===== src/rtl/macc_pkg.sv =====
// Shared widths, latency and the per-beat control bundle
// carried alongside operands down the macc pipeline.
package macc_pkg;

  localparam int MACC_A_W     = 25;
  localparam int MACC_B_W     = 18;
  localparam int MACC_P_W     = 48;
  localparam int MACC_LATENCY = 4;

  typedef struct packed {
    logic valid;
    logic carryin;
    logic acc_en;
  } macc_beat_t;

endpackage


===== src/rtl/macc_if.sv =====
// Operand/result bundle between the macc requester and
// the macc_pipe responder.
interface macc_if
  import macc_pkg::*;
#(
  parameter int A_W = MACC_A_W,
  parameter int B_W = MACC_B_W,
  parameter int P_W = MACC_P_W
);

  logic           ce;
  logic           valid_in;
  logic [A_W-1:0] a;
  logic [B_W-1:0] b;
  logic           carryin;
  logic           acc_en;
  logic [P_W-1:0] p;
  logic           valid_out;
  logic           ovf;

  modport master (
    output ce, valid_in, a, b,
    output carryin, acc_en,
    input  p, valid_out, ovf
  );

  modport slave (
    input  ce, valid_in, a, b,
    input  carryin, acc_en,
    output p, valid_out, ovf
  );

endinterface


===== src/rtl/macc_mult_stage.sv =====
// S1 operand registers and S2 registered product, kept
// together so they map onto the DSP A/B/M registers.
module macc_mult_stage
  import macc_pkg::*;
#(
  parameter int A_W = MACC_A_W,
  parameter int B_W = MACC_B_W
) (
  input  logic             clk,
  input  logic             rst,
  input  logic             ce,
  input  logic [A_W-1:0]   a,
  input  logic [B_W-1:0]   b,
  input  macc_beat_t       beat_in,
  output logic [A_W+B_W-1:0] m,
  output macc_beat_t       beat_out
);

  localparam int M_W = A_W + B_W;

  logic [A_W-1:0] a_r;
  logic [B_W-1:0] b_r;
  macc_beat_t     beat1;
  logic [M_W-1:0] prod;

  assign prod = M_W'(a_r) * M_W'(b_r);

  always_ff @(posedge clk) begin
    if (rst) begin
      a_r      <= '0;
      b_r      <= '0;
      beat1    <= '0;
      m        <= '0;
      beat_out <= '0;
    end else if (ce) begin
      a_r      <= a;
      b_r      <= b;
      beat1    <= beat_in;
      m        <= prod;
      beat_out <= beat1;
    end
  end

endmodule


===== src/rtl/macc_pipe.sv =====
// Four-stage unsigned multiply-accumulate, p = a*b + carryin.
// Define MACC_SATURATE_EN to clamp p on accumulate overflow.
module macc_pipe
  import macc_pkg::*;
#(
  parameter int A_W = MACC_A_W,
  parameter int B_W = MACC_B_W,
  parameter int P_W = MACC_P_W
) (
  input  logic clk,
  input  logic rst,
  macc_if.slave bus
);

  localparam int M_W = A_W + B_W;

  macc_beat_t     beat_in;
  macc_beat_t     beat2;
  logic [M_W-1:0] m;

  logic [P_W-1:0] s_r;
  logic           v3;
  logic           acc3;

  logic [P_W-1:0] p_r;
  logic           vout_r;
  logic           ovf_r;

  logic [P_W:0]   acc_sum;
  logic [P_W-1:0] acc_next;

  assign beat_in = '{
    valid:   bus.valid_in,
    carryin: bus.carryin,
    acc_en:  bus.acc_en
  };

  macc_mult_stage #(
    .A_W(A_W),
    .B_W(B_W)
  ) u_mult (
    .clk      (clk),
    .rst      (rst),
    .ce       (bus.ce),
    .a        (bus.a),
    .b        (bus.b),
    .beat_in  (beat_in),
    .m        (m),
    .beat_out (beat2)
  );

  // One extra bit catches the carry out of the accumulate.
  assign acc_sum = {1'b0, p_r} + {1'b0, s_r};

`ifdef MACC_SATURATE_EN
  assign acc_next = acc_sum[P_W] ? '1 : acc_sum[P_W-1:0];
`else
  assign acc_next = acc_sum[P_W-1:0];
`endif

  always_ff @(posedge clk) begin
    if (rst) begin
      s_r    <= '0;
      v3     <= 1'b0;
      acc3   <= 1'b0;
      p_r    <= '0;
      vout_r <= 1'b0;
      ovf_r  <= 1'b0;
    end else if (bus.ce) begin
      s_r    <= P_W'(m) + P_W'(beat2.carryin);
      v3     <= beat2.valid;
      acc3   <= beat2.acc_en;
      vout_r <= v3;
      if (v3) begin
        if (acc3) begin
          p_r <= acc_next;
          if (acc_sum[P_W]) ovf_r <= 1'b1;
        end else begin
          p_r <= s_r;
        end
      end
    end
  end

  assign bus.p         = p_r;
  assign bus.valid_out = vout_r;
  assign bus.ovf       = ovf_r;

endmodule

===== src/flat_wrapper.sv =====
// flat-port wrapper written by rule: the top's interface ports become plain ports
module macc_pipe_flat import macc_pkg::*;
#(
  parameter int A_W = MACC_A_W,
  parameter int B_W = MACC_B_W,
  parameter int P_W = MACC_P_W
)
  (clk, rst, bus_ce, bus_valid_in, bus_a, bus_b, bus_carryin, bus_acc_en, bus_p, bus_valid_out, bus_ovf);
  macc_if #(.A_W(A_W), .B_W(B_W), .P_W(P_W)) bus_i ();
  input  logic clk;
  input  logic rst;
  input wire logic [$bits(bus_i.ce)-1:0] bus_ce;
  input wire logic [$bits(bus_i.valid_in)-1:0] bus_valid_in;
  input wire logic [$bits(bus_i.a)-1:0] bus_a;
  input wire logic [$bits(bus_i.b)-1:0] bus_b;
  input wire logic [$bits(bus_i.carryin)-1:0] bus_carryin;
  input wire logic [$bits(bus_i.acc_en)-1:0] bus_acc_en;
  output wire logic [$bits(bus_i.p)-1:0] bus_p;
  output wire logic [$bits(bus_i.valid_out)-1:0] bus_valid_out;
  output wire logic [$bits(bus_i.ovf)-1:0] bus_ovf;
  assign bus_i.ce = bus_ce;
  assign bus_i.valid_in = bus_valid_in;
  assign bus_i.a = bus_a;
  assign bus_i.b = bus_b;
  assign bus_i.carryin = bus_carryin;
  assign bus_i.acc_en = bus_acc_en;
  assign bus_p = bus_i.p;
  assign bus_valid_out = bus_i.valid_out;
  assign bus_ovf = bus_i.ovf;
  macc_pipe #(.A_W(A_W), .B_W(B_W), .P_W(P_W)) u_core (.clk(clk), .rst(rst), .bus(bus_i));
endmodule

===== config.mk =====
export PLATFORM = sky130hd
export DESIGN_NAME = macc_pipe_flat
export DESIGN_NICKNAME = d
export VERILOG_FILES = /design/src/rtl/macc_pkg.sv /design/src/rtl/macc_if.sv /design/src/rtl/macc_mult_stage.sv /design/src/rtl/macc_pipe.sv /design/src/flat_wrapper.sv
export SDC_FILE = /design/constraint.sdc
export NUM_CORES = 2
export LEC_CHECK = 0
export BUFFER_PORTS_ARGS = -buffer_cell sky130_fd_sc_hd__buf_4
export CORE_MARGIN = 3
export CORE_UTILIZATION = 65
export DETAILED_ROUTE_END_ITERATION = 12
export MAX_ROUTING_LAYER = met4
export PLACE_DENSITY_LB_ADDON = 0.25
export SLEW_MARGIN = 20
export SYNTH_ARGS = -nofsm -noshare
export SYNTH_HDL_FRONTEND = slang
export SYNTH_SLANG_ARGS = --single-unit
export TNS_END_PERCENT = 1

===== constraint.sdc =====
create_clock -name clk -period 19.8 [get_ports clk]
set_input_delay 1.98 -clock clk [delete_from_list [all_inputs] [get_ports clk]]
set_output_delay 1.98 -clock clk [all_outputs]
set_load 0.005 [all_outputs]

## Word level (Yosys, flattened, before mapping)

Cells that the tools add are included.

- Output and inout port bits: 50
- Word-level logic and storage cells: 21
- Flip-flop bits (word level): 192

- $add $sub $neg: 2
- Multipliers: 1
- Reductions and logical operators: 2
- Muxes and demuxes: 1

Operators by type and width:

| operator | count |
|---|---|
| $add 48x48->49 | 1 |
| $mux 48 | 1 |
| $add 43x1->44 | 1 |
| $mul 25x18->43 | 1 |
| $reduce_and 4->1 | 1 |
| $reduce_and 2->1 | 1 |

## Depth between registers and ports, before layout

- Depth after elaboration: 2
- Depth in mapped cells: 25
- Gate-level depth less buffers: 23

## Modules after synthesis

A second synthesis with hierarchy kept.

- Cells, all modules: 2,913
- Area total of the unflattened synthesis: 24,882.6 sq um

By module, submodules not included:

| module | instances | cells an instance | area each (sq um) |
|---|---|---|---|
| macc_mult_stage | 1 | 2,026 | 17,805.8 |
| macc_pipe | 1 | 887 | 7,076.8 |

## Least setup slack after synthesis

OpenSTA, ideal clock, no wires.

- Path kind: register to register
- From: reg u_core.u_mult.a_r[9]
- To: reg u_core.u_mult.m[42]
- Path slack: 13.562 ns
- Cell stages (with the launch flop): 26
- Data required time: 19.675 ns
- Clock period less this slack: 6.238 ns
- Library setup time: 0.125 ns
- Buffers on the path: 3
- Data arrival time: 6.113 ns
- Cell sequence: dfxtp_1 -> clkbuf_1 -> clkbuf_1 -> nand2_1 -> fa_1 -> inv_1 -> fa_1 -> inv_1 -> fa_1 -> inv_1 -> fa_1 -> fa_1 -> inv_1 -> fa_1 -> inv_1 -> ha_1 -> clkbuf_1 -> a21o_1 -> a211oi_1 -> a21oi_1 -> o211ai_1 -> a31o_2 -> a31o_2 -> o31ai_1 -> xnor2_1 -> o21ai_0

- Longest elaborated chain between the ends: 1

Ends and longest elaborated chain:

| item | RTL line | text |
|---|---|---|
| start, declared | macc_mult_stage.sv:21 | `logic [A_W-1:0] a_r;` |
| start signal, assigned | macc_mult_stage.sv:30 | `a_r <= '0;` |
| start signal, assigned | macc_mult_stage.sv:36 | `a_r <= a;` |
| $mul 25x18->43 | macc_mult_stage.sv:26 | `assign prod = M_W'(a_r) * M_W'(b_r);` |
| end signal, assigned | macc_mult_stage.sv:39 | `m <= prod;` |
| end, declared | macc_mult_stage.sv:15 | `output logic [A_W+B_W-1:0] m,` |

No other way between the ends.
A chain may end at the register's enable or synchronous reset.

## Final worst setup path

- From: reg u_core.u_mult.b_r[5]
- To: reg u_core.u_mult.m[41]

- Longest elaborated chain between the ends: 1

Ends and longest elaborated chain:

| item | RTL line | text |
|---|---|---|
| start, declared | macc_mult_stage.sv:22 | `logic [B_W-1:0] b_r;` |
| start signal, assigned | macc_mult_stage.sv:31 | `b_r <= '0;` |
| start signal, assigned | macc_mult_stage.sv:37 | `b_r <= b;` |
| $mul 25x18->43 | macc_mult_stage.sv:26 |  |

No other way between the ends.

==> out/qor.csv <==
stage;metric;value;unit
run_status;status;completed;
clocking;htreeDepth;4;
cells_and_area;syn2layout_area_growth;5.57;%
sta;period_share;0.354;
yosys;synth-simple-area-share;0.174;
sta;hold_ws;446;ps
clocking;cts_buffer_depth;2;
yosys;synth_edf_count;0;
die;dieHeight;200;um
grt;grt_pass1_vias;20300;
routing;drtIter0Drc;1324;
routing;first_pass_iters;6;
routing;ant_nets;0;
clocking;numCtsBuffers;17;
sta;rsz0062_at_grt;false;
yosys;postSynthCellCount;2892;
grt;grtUsageMet2;0.499;
place;pre_cts_ws;12880;ps
yosys;syn_area;24600;um2
grt;met3_usage;0.0751;
yosys;synth_ff_type;dfxtp_1;
routing;wl_per_cell;18.3;um
die;die_area;40200;um2
yosys;synthXorXnorAreaFrac;0.0349;
power_and_ir_drop;vdd.ir_drop.worst;0.0643;mV
yosys;synth_top_family_by_area;adder cells;
run;maxCapViolCount;0;
clocking;cts_root_buf;clkbuf_16;
yosys;syn_avg_cell_area;8.50;um2
worst_setup_path;cp.arrival;7410;ps
place;portBuffers;98;
clocking;insertion_delay;470;ps
die;die_x;200;um
grt;antenna_found_initial;0;
worst_setup_path;path_max_fanout;26;
sta;max_clock_freq;0.143;GHz
sta;relSlewSlack;0.239;
routing;drcViolationCount;0;
sta;finalSetupViolCount;0;
worst_setup_path;start_kind;flip-flop;
yosys;synth-compound-area-share;0.115;
power_and_ir_drop;comb_power_share;0.314;
power_and_ir_drop;power.share.clock;0.294;
routing;viasPerCell;5.83;
grt;grt_max_degree;78;
sta;hold_viol_final;0;
die;pin_count;99;
sta;drv_slew;0;
clocking;cts.clk_slew.worst_paths;80;ps
die;core_area;37000;um2
power_and_ir_drop;switchingPower;0.436;mW
grt;grt_first_pass_wirelength;103000;um
sta;fin_skew;26.0;ps
cells_and_area;fin_nets;3427;
worst_setup_path;crit_type;flip-flop to flip-flop;
grt;busiest_layer;met2;
cells_and_area;n_antenna_cell;0;
clocking;cts_resized;0;
yosys;synthAdderAreaFrac;0.384;
clocking;postCtsSetupRepairBufs;0;
sta;setup_ws;12800;ps
yosys;ys_types;71;
yosys;synth-seq-cells;188;
power_and_ir_drop;pwr-share-seq;0.393;
worst_setup_path;worstPathRequired;20200;ps
yosys;ys_seq_area_frac;0.153;
clocking;clock_sinks;188;
clocking;holdBufCountCts;0;
place;post_dp_cell_area;25400;um2
yosys;muxShareOfSynthArea;0.0445;
cells_and_area;final_cell_area;25900;um2
grt;grt_overflow_total;0;
grt;grtUsageMet1;0.429;
place;dp_hpwl;47500;um
worst_hold_path;hp-class;flip-flop to flip-flop;
routing;vias;19600;
yosys;syn_nets;3473;
die;fp-row-count;70;
power_and_ir_drop;p_per_area;44.8;nW/um2
die;start_util;0.665;
power_and_ir_drop;p_leak;12.6;nW
sta;setup_tns;0;ps
yosys;async_reset_ff_frac;0;
clocking;cts_tree;built;
grt;grt_usage;0.323;
power_and_ir_drop;p_sw_frac;0.376;
routing;wl;61600;um
place;gp_congestion;0.960;
sta;period_needed;7000;ps
power_and_ir_drop;p_int;0.725;mW
sta;worst_slew_pin_slew;1140;ps
power_and_ir_drop;finalPower;1.16;mW
yosys;synth_warnings;0;
worst_setup_path;endpoint_kind;flip-flop;
cells_and_area;drive_gt1_frac;0.0588;
kinds of logic (layout without fill, tap and decap cells):
group | Yosys count | after routing
AO/OA/AOI/OAI | 423 | 423
adder cells (fa/ha/maj) | 532 | 532
AND/OR/NAND/NOR | 924 | 924
buffers and inverters | 618 | 585
flip-flops | 188 | 188
multiplexers | 109 | 109
XOR/XNOR | 98 | 98
cells in the final DEF, fill, tap and decap left out, drive strengths merged, types with 4 or more instances in the layout:
master   netlist  final
mux2i        107    107
a21oi        118    118
nor3          20     20
dfxtp        188    188
fa           369    369
clkbuf       154     20
nor2b          8      8
o21a          11     11
nor2         206    206
clkinv         0      4
and2         181    181
inv          442    449
a211oi        68     68
nand2b        11     11
a21boi         4      4
a2111oi        5      5
or3            8      8
nand2        376    376
o21bai         7      7
nand4         22     22
o31ai          7      7
and4           5      5
or2            5      5
o22ai          5      5
and3          34     34
buf           22    111
a311oi         4      4
nand3         39     39
xor2          40     40
a21o          49     49
xnor2         58     58
o211ai        15     15
ha           163    163
a31o           7      7
o21ai         73     73
a31oi         13     13
o221ai         4      4
area by class of cell:
cell class,count,area (um2)
clock inverter,12,101
clock buffer,20,457
inverter,442,1660
timing repair buffer,111,841
multi-input combinational,2086,18500
tap,504,631
sequential,188,3760
fill,2918,11000
sequential cells by signal, indices dropped and copies added, names as in the netlist, 3 cells and up:
signal and count:
u_core.u_mult.m 43, u_core.u_mult.beat1 3, u_core.u_mult.a_r 25, u_core.bus.p 48, u_core.u_mult.b_r 18, u_core.s_r 44, u_core.u_mult.beat_out 3
metrics by stage:
step | instances | utilization
after global placement | 3331 | 0.687
after CTS | 3363 | 0.702
after floorplan | 2892 | -
after global routing | 3363 | 0.702
after detailed placement | 3331 | 0.687
final | 3363 | 0.702
worst max-delay path, cell delays in order (launching register included):
cell and delay, ps:
dfxtp_1 960, nand2_1 200, fa_1 600, fa_1 430, fa_1 500, fa_1 490
inv_1 60, fa_1 520, inv_1 50, fa_1 530, inv_1 50, ha_1 380
nand3_1 120, nor2_1 150, o21ai_0 120, and2_1 190, o21ai_0 540, a22oi_1 330
a21o_1 250, a2111o_1 370, nand3_1 80
routing by layer:
layer,up-vias,share of wire,routed length (um)
li1,9131,-,-
met1,9471,0.42,26100
met5,-,0,0
met3,148,0.097,5960
met4,0,0.026,1590
met2,855,0.45,28000
path summary, 6_finish.rpt:
kind	startpoint	endpoint	slack, ps	cells after the start
worst max register to register	u_core.u_mult.b_r[5]	u_core.u_mult.m[41]	12800	20
worst min register to register	u_core.bus.ovf	u_core.bus.ovf	450	2
worst min-delay path	u_core.bus.ovf	u_core.bus.ovf	450	2
worst max-delay path	u_core.u_mult.b_r[5]	u_core.u_mult.m[41]	12800	20
power by group through the flow:
stage,combinational [mW],sequential [mW],clock [mW]
5_1_grt,0.416,0.460,0.361
3_5_place_dp,0.362,0.462,0
2_1_floorplan,0.295,0.426,0
6_report,0.364,0.456,0.341
3_3_place_gp,0.350,0.460,0
4_1_cts,0.364,0.453,0.348
cells in the mapped netlist (7+ instances only):
cell / number / area, um2
a31o_2: 7 / 61.3
nand2_1: 376 / 1410
o211ai_1: 15 / 113
a211oi_1: 68 / 510
nor2_1: 206 / 773
xor2_1: 40 / 350
nor2b_1: 8 / 50.1
nand2b_1: 11 / 68.8
ha_1: 163 / 2040
buf_1: 20 / 75.1
nand4_1: 22 / 138
fa_1: 369 / 7390
a21oi_1: 116 / 581
a21o_1: 49 / 368
o21ai_0: 69 / 345
and2_1: 180 / 1130
clkbuf_1: 153 / 574
o21bai_1: 7 / 52.6
a31oi_1: 12 / 75.1
and3_1: 34 / 213
mux2i_1: 107 / 1070
nor3_1: 20 / 100
xnor2_1: 58 / 508
dfxtp_1: 188 / 3760
inv_1: 442 / 1660
nand3_1: 39 / 195
o21a_1: 11 / 82.6
or3_1: 8 / 50.1
o31ai_1: 7 / 52.6
(Power assumes the default switching activity.)
